**src/rtl/team_06_echo_pkg.sv**
```systemverilog
// Shared types and helpers for the team_06 single-tap echo effect.
package team_06_echo_pkg;

    // FSM encoding for one sample period: read request, optional wait, mix.
    typedef enum logic [1:0] {
        ST_IDLE   = 2'd0,
        ST_SEARCH = 2'd1,
        ST_WAIT   = 2'd2,
        ST_MIX    = 2'd3
    } echo_state_e;

    // Offset-binary midpoint; the silent output level.
    localparam logic [7:0] SILENCE = 8'd128;

    // Signed 9-bit + 9-bit add, clamped to the signed 8-bit range.
    function automatic logic signed [7:0] sat_add(input logic signed [8:0] x,
                                                  input logic signed [8:0] y);
        logic signed [9:0] sum;
        sum = {x[8], x} + {y[8], y};
        if (sum > 10'sd127)
            return 8'h7f;
        else if (sum < -10'sd128)
            return 8'h80;
        else
            return sum[7:0];
    endfunction

endpackage

```
**src/rtl/team_06_echo_mixer.sv**
```systemverilog
// Combinational echo mixer: s = sat(a + (p >>> ECHO_SHIFT)), or a when disabled.
module team_06_echo_mixer
    import team_06_echo_pkg::*;
#(
    parameter int ECHO_SHIFT = 1
) (
    input  logic signed [8:0] a,
    input  logic signed [8:0] p,
    input  logic              enable,
    output logic signed [7:0] s
);

    logic signed [8:0] e;

    // Arithmetic shift keeps negative echoes negative (floor toward -inf).
    assign e = p >>> ECHO_SHIFT;

    // Dry input already fits 8 bits signed; wet path saturates.
    always_comb begin
        s = a[7:0];
        if (enable)
            s = sat_add(a, e);
    end

endmodule

```
**src/rtl/team_06_echo_effect.sv**
```systemverilog
// Single-tap feedback echo: per sample period, request the delayed sample,
// mix a scaled copy into the current input, and register the result both to
// the output and to the write-back port of the external delay buffer.
//
// Buffer read handshake: search is a one-cycle request for location offset;
// there is no ready/stall. past_output must hold the requested sample exactly
// READ_LAT cycles after the search cycle, when it is captured in MIX.
module team_06_echo_effect
    import team_06_echo_pkg::*;
#(
    parameter int DEPTH      = 8000,
    parameter int SAMPLE_DIV = 16,
    parameter int READ_LAT   = 1,
    parameter int ECHO_SHIFT = 1
) (
    input  logic        clk,
    input  logic        rst,
    input  logic [7:0]  audio_in,
    input  logic        echo_enable,
    input  logic [7:0]  past_output,
    output logic [12:0] offset,
    output logic        search,
    output logic [7:0]  echo_out,
    output logic [7:0]  save_audio,
    output logic [1:0]  state_dbg
);

    localparam int CW = (SAMPLE_DIV > 1) ? $clog2(SAMPLE_DIV) : 1;
    localparam int WW = $clog2(READ_LAT + 1);

    localparam logic [1:0] S_IDLE   = ST_IDLE;
    localparam logic [1:0] S_SEARCH = ST_SEARCH;
    localparam logic [1:0] S_WAIT   = ST_WAIT;
    localparam logic [1:0] S_MIX    = ST_MIX;

    logic [CW-1:0] cnt;
    logic          tick;
    logic [1:0]    state;
    logic [WW-1:0] wait_cnt;
    logic [12:0]   ptr;
    logic          first_tick;

    logic signed [8:0] a_s;
    logic signed [8:0] p_s;
    logic signed [7:0] mix_s;
    logic [7:0]        mix_out;

    assign tick      = (cnt == '0);
    assign search    = (state == S_SEARCH);
    assign offset    = ptr;
    assign state_dbg = state;

    // Free-running sample-period counter; count 0 is the tick.
    always_ff @(posedge clk or negedge rst) begin
        if (!rst)
            cnt <= '0;
        else if (cnt == CW'(SAMPLE_DIV - 1))
            cnt <= '0;
        else
            cnt <= cnt + CW'(1);
    end

    // Period FSM: SEARCH one cycle, WAIT READ_LAT-1 cycles, MIX one cycle.
    always_ff @(posedge clk or negedge rst) begin
        if (!rst) begin
            state    <= S_IDLE;
            wait_cnt <= '0;
        end else begin
            case (state)
                S_IDLE: begin
                    if (tick)
                        state <= S_SEARCH;
                end
                S_SEARCH: begin
                    wait_cnt <= '0;
                    if (READ_LAT == 1)
                        state <= S_MIX;
                    else
                        state <= S_WAIT;
                end
                S_WAIT: begin
                    if (wait_cnt == WW'(READ_LAT - 2))
                        state <= S_MIX;
                    else
                        wait_cnt <= wait_cnt + WW'(1);
                end
                S_MIX:   state <= S_IDLE;
                default: state <= S_IDLE;
            endcase
        end
    end

    // Circular buffer pointer: advances on each tick except the first after reset.
    always_ff @(posedge clk or negedge rst) begin
        if (!rst) begin
            ptr        <= '0;
            first_tick <= 1'b1;
        end else if (tick) begin
            first_tick <= 1'b0;
            if (!first_tick) begin
                if (ptr == 13'(DEPTH - 1))
                    ptr <= '0;
                else
                    ptr <= ptr + 13'd1;
            end
        end
    end

    // Convert offset-binary samples to signed around silence.
    assign a_s = $signed({1'b0, audio_in} - 9'd128);
    assign p_s = $signed({1'b0, past_output} - 9'd128);

    team_06_echo_mixer #(
        .ECHO_SHIFT(ECHO_SHIFT)
    ) u_mixer (
        .a      (a_s),
        .p      (p_s),
        .enable (echo_enable),
        .s      (mix_s)
    );

    assign mix_out = $unsigned(mix_s) + SILENCE;

    // Output and write-back registers load once per period, in MIX.
    always_ff @(posedge clk or negedge rst) begin
        if (!rst) begin
            echo_out   <= SILENCE;
            save_audio <= SILENCE;
        end else if (state == S_MIX) begin
            echo_out   <= mix_out;
            save_audio <= mix_out;
        end
    end

endmodule

```
**config.mk**
```make
export PLATFORM = sky130hd
export DESIGN_NAME = team_06_echo_effect
export DESIGN_NICKNAME = d
export VERILOG_FILES = /design/src/rtl/team_06_echo_pkg.sv /design/src/rtl/team_06_echo_mixer.sv /design/src/rtl/team_06_echo_effect.sv
export SDC_FILE = /design/constraint.sdc
export NUM_CORES = 1
export LEC_CHECK = 0
export BUFFER_PORTS_ARGS = -buffer_cell sky130_fd_sc_hd__clkbuf_2
export CORE_ASPECT_RATIO = 0.9
export CORE_MARGIN = 8
export CORE_UTILIZATION = 48
export CTS_CLUSTER_SIZE = 10
export DETAILED_ROUTE_END_ITERATION = 10
export PLACE_DENSITY = 0.78
export REMOVE_ABC_BUFFERS = 1
export SYNTH_ARGS = -nofsm -noshare
export SYNTH_HDL_FRONTEND = slang
export SYNTH_HIERARCHICAL = 1
export SYNTH_SLANG_ARGS = --single-unit
```
**constraint.sdc**
```tcl
create_clock -name clk -period 5.35 [get_ports clk]
set_input_delay 1.07 -clock clk [delete_from_list [all_inputs] [get_ports clk]]
set_output_delay 1.07 -clock clk [all_outputs]
set_load 0.1 [all_outputs]
```
# Word level (Yosys, flattened, before mapping)
# Cells that the tools add are included.
# totals
reg_bits	29
latch_bits	0
ramBits	0
romBits	0
input_bits	19
out_inout_bits	32
mem_count	0
# classes
add_sub_neg	7
multipliers	0
div	0
order_cmp	2
n_eq_ne	7
shifts	0
muxes	10
n_bitwise	1
n_reduce_logical	5
# op_table
op	n
$mux W8	3
$sub A8 B8 Y9 const B	2
$add A13 B1 Y13 const B	1
$eq A13 B13 Y1 const B	1
$mux W13	1
$add A9 B8 Y10	1
$gt A10 B8 Y1 const B	1
$lt A10 B8 Y1 const B	1
$add A8 B8 Y8 const B	1
$pmux W2 S4	1
$add A4 B1 Y4 const B	1
$eq A2 B2 Y1 const B	2
$eq A4 B4 Y1 const B	1
$logic_not A4 Y1	1
$mux W2	2
$mux W4	1
$ne A2 B2 Y1 const B	2
$reduce_and A2 Y1	2
$eq A2 B1 Y1 const B	1
$logic_not A2 Y1	1
$pmux W1 S2	1
$reduce_bool A2 Y1	1
$add A1 B1 Y1 const B	1
$mux W1	1
$not A1 Y1	1

# Logic depth before layout (Yosys ltp)
# depth
depth_word	7
depth_mapped	9
depth_no_buf	9

# Cells and area by module
# Netlist, hierarchy kept.
# by_module_without_submodules
mod	n_inst	cells_per_inst	area_each_um2	seq_area_each_um2
team_06_echo_effect	1	134	1485.2	728.2
team_06_echo_mixer	1	77	593.1	0.0

# Worst setup path before layout
# Ideal clock, no wire load.
# synth_path
path_kind	input to register
startpoint	input audio_in[0]
endpoint	register save_audio[0]
setup_ns	0.126
arrival_ns	3.302
t_required_ns	5.224
setup_slack_ns	1.922
cell_stages	8
cell_sequence	ha_1 > fa_1 > a211oi_1 > o21ai_2 > a311o_1 > a21o_2 > a311o_1 > mux2_2
# synth_via
elab_chain_len	7
# synth_lines
element	line	rtl
start: declaration	team_06_echo_effect.sv:18	input logic [7:0] audio_in,
$sub A8 B8 Y9 (*)	team_06_echo_effect.sv:110	assign a_s = $signed({1'b0, audio_in} - 9'd128);
$add A9 B8 Y10	team_06_echo_pkg.sv:19	sum = {x[8], x} + {y[8], y};
$lt A10 B8 Y1	team_06_echo_pkg.sv:22	else if (sum < -10'sd128)
$mux W8	team_06_echo_pkg.sv:22	
$mux W8	team_06_echo_pkg.sv:20	if (sum > 10'sd127)
$mux W8 (*)	team_06_echo_mixer.sv:21	if (enable)
$add A8 B8 Y8 (*)	team_06_echo_effect.sv:122	assign mix_out = $unsigned(mix_s) + SILENCE;
named net mix_out[0]	team_06_echo_effect.sv:46	logic [7:0] mix_out;
end signal: assignment	team_06_echo_effect.sv:131	save_audio <= mix_out;
end: declaration	team_06_echo_effect.sv:24	output logic [7:0] save_audio,
# The timed path passes the listed nets; every way through them passes the cells marked *.
# A chain may end at the register's enable or synchronous reset.

# Worst setup path after layout
# Ends and elaborated chain as after synthesis.

==> flow_metrics.py <==
metrics = {
    "clock_tree": {
        "clk_root_buffer_cell": "clkbuf_8",
        "clock_insertion_delay_worst_skew_ps": 280,
        "cts_buffers": 5,
        "clock-sinks": 29,
        "post_cts.repair.setup_buffers": 0,
        "post_cts_resized": 0,
        "htree_levels": 2,
        "cts.reportedPaths.clkPinSlew_ps": 60,
        "tritoncts": "done",
        "clock_path_buffers": 2,
        "ctsHoldBuffers": 0,
    },
    "yosys": {
        "synth.lib_cells_used.distinct": 48,
        "top_cells_by_instance_count_after_synthesis": "dfrtp_1, nor2_1, ha_1, inv_1",
        "synth.yosys.warnings": 6,
        "synth_largest_area_cell": "dfrtp_1",
        "syn_inst": 211,
        "syn_avg_cell_area_um2": 9.849,
        "synth-edff-count": 0,
        "most_frequent_cell_after_synthesis": "dfrtp_1",
        "synth_top_area_share_pct": 32.51,
        "synth.yosys.seq_area_share_pct": 35.04,
        "syn-cell-area_mm2": 0.002078,
        "synth-main-ff-cell": "dfrtp_1",
        "netlist_top_cells_area": "dfrtp_1, ha_1, mux2_2, xnor2_1, a311o_1",
        "postSynth.asyncResetShare_pct": 100.0,
        "ys_seq_elements": 29,
    },
    "critical_path": {
        "critPathTopFamily": "compound AO/OA/AOI/OAI gates",
        "critPathMostFrequentCell": "a311o_1",
        "crit_slowest_cell": "fa_1",
        "timing.setup.critical_path_class": "input port to flop",
        "timing.critical_path.to_type": "flop",
        "crit_path_start_kind": "input port",
        "critical-path-max-stage-delay_ps": 430,
        "cp_max_fo": 6,
        "timing.critical_path.buf_inv": 1,
        "worstPathArrival_ps": 3540,
        "critical_path_required_ps": 5510,
        "reg2reg_from": "cnt[0]",
        "launch_point_of_the_worst_path": "audio_in[0]",
        "path_cells": "clkbuf_2 > ha_1 > fa_1 > a211oi_1 > o21ai_2 > a311o_1 > a21o_2 > a311o_1 > mux2_2",
    },
    "global_route": {
        "antenna_found_initial": 0,
        "grt_start_max_net_pins": 30,
        "grt_pass1_vias": 1608,
        "first_pass_grt_wire_length_um": 7265,
        "grt_overflow": 0,
        "grt_usage_pct": 13.24,
    },
    "placed_design": {
        "replace_congestion": 0.8327,
        "port_buffers": 49,
        "placement.cell_area_mm2": 0.002298,
        "detailedPlacementHpwl_um": 3274,
    },
    "sta": {
        "finalWorstPathRequiredPeriod_ps": 3373,
        "worst_clock_skew_ps": 4.102,
        "clock.fmax_ghz": 0.2965,
        "finalHoldViolCount": 0,
        "final_cycle_share_pct": 63.04,
        "setup_viol": 0,
        "worst-slew-pin-transition_ps": 691.1,
        "finalMaxSlewViolations": 0,
        "rsz0062_at_grt": "no",
        "tns_ps": 0,
        "relSlewSlack_pct": 53.93,
    },
    "finish": {
        "final_layout_size_suffix_gt1_share_pct": 32.55,
        "synthToLayoutAreaGrowth_pct": 15.47,
        "postLayoutCellArea_mm2": 0.002400,
        "design.final.nets": 290,
        "num_antenna_cells": 0,
        "filler_cell_count": 355,
    },
    "route": {
        "routed_wire_length_per_instance_um": 13.73,
        "route.detailed.vias_per_inst": 5.472,
        "drt_first_iter_violations": 78,
        "drtPass1Iterations": 4,
        "vias": 1658,
        "postRouteAntennaNets": 0,
        "drc": 0,
        "finalWirelength_um": 4160,
    },
    "floorplan": {
        "dieWidth_um": 85.36,
        "rows": 22,
        "die_y_um": 78.43,
        "floorplan.die_area_mm2": 0.006694,
        "core_region_area_mm2": 0.004129,
        "effective_utilization_at_floorplan_pct": 50.33,
        "number_of_i_o_pins": 51,
    },
    "power": {
        "irDropWorstVdd_uv": 353.4,
        "power.density_cell_area_mw_per_mm2": 301.1,
        "total_power_w": 0.0007225,
        "leakagePower_nw": 1.149,
    },
    "hold_path": {
        "hp-start": "save_audio[7]",
        "worst_hold_path_type": "flop to flop",
    },
    "job": {
        "drv.max_cap_violation_count": 0,
    },
    "status": {
        "run_status": "complete, no violations",
    },
}
[final timing paths]
kind,end,slack (ps),depth (start not counted)
setup / recovery,save_audio[0],1980,9
hold / removal,save_audio[7],480,2
setup reg to reg,offset[10],3270,5
hold reg to reg,save_audio[7],480,2
max in group asynchronous,cnt[2],4080,1
min in group asynchronous,offset[6],820,1
[routing by layer]
layer,global-route usage [%],wire length (µm),up-vias
met1,17.22,2041,763
met2,19.50,1775,49
met3,4.683,291,7
met5,0,0,-
li1,-,-,839
met4,5.420,51,0
[tightest hold or removal path, stage by stage, from the launching register on]
cell     delay, ps
dfstp_2        370
inv_1           50
mux2i_1         60
[sequential cells by signal, summed over array words and instances (netlist names)]
name        flops
cnt             4
first_tick      1
offset         13
save_audio      8
state_dbg       2
wait_cnt        1
[stage by stage]
step / utilization (%) / hold slack, ps / cells / setup slack (ps)
after CTS: 58.12 / 483.9 / 303 / 1963
after floorplan: - / 448.7 / 198 / 1918
after global placement: 55.67 / 465.2 / 295 / 1692
final: 58.12 / 481.4 / 303 / 1977
after detailed placement: 55.67 / 465.8 / 295 / 1673
after global routing: 58.12 / 500.2 / 303 / 1872
[layout make-up]
type                       instances  area, µm²  area share (%)
multi-input combinational        155       1212           50.52
sequential                        29      728.2           30.34
timing repair buffer              49      245.2           10.22
clock buffer                       7      96.34           4.015
tap                               48      60.06           2.503
inverter                          14      52.55           2.190
clock inverter                     1      5.005          0.2086
[logic make-up (layout without fill, tap and decap cells)]
group / after synthesis / after routing / share of synthesized area, %
and+or+nand+nor: 65 / 65 / 19.09
buffers and inverters: 27 / 71 / 6.622
muxes: 14 / 14 / 7.345
xor gates and xnor gates: 14 / 14 / 5.900
DFF: 29 / 29 / 35.04
AOI/OAI and AO/OA: 45 / 45 / 15.41
adders and majority gates: 17 / 17 / 10.60
[layout by cell type, fill, tap and decap left out, types with 2 or more instances in the layout]
master    Yosys  routed
mux2_2       10      10
xnor2_1      11      11
a21oi_1       9       9
nand2b_1      3       3
nand3_1       4       4
dfstp_2       2       2
clkbuf_8      0       7
o21ai_0      11      11
and2b_2       3       3
mux2i_1       4       4
o21ai_2       2       2
nor2_1       17      17
clkbuf_2      0      49
a31oi_1       2       2
nand2_1      10      10
and4_1        3       3
a21o_1        2       2
ha_1         16      16
a211oi_1      3       3
and2_1        2       2
inv_1        14      14
nor2b_1       6       6
a311o_1       7       7
dfrtp_1      27      27
nand4_1       6       6
xor2_1        3       3
nor4_2        2       2
[power breakdown]
part           internal [W]  switching, W
clock              0.000116     0.0000827
combinational     0.0000623      0.000222
sequential         0.000231    0.00000838
(Power assumes the default switching activity.)
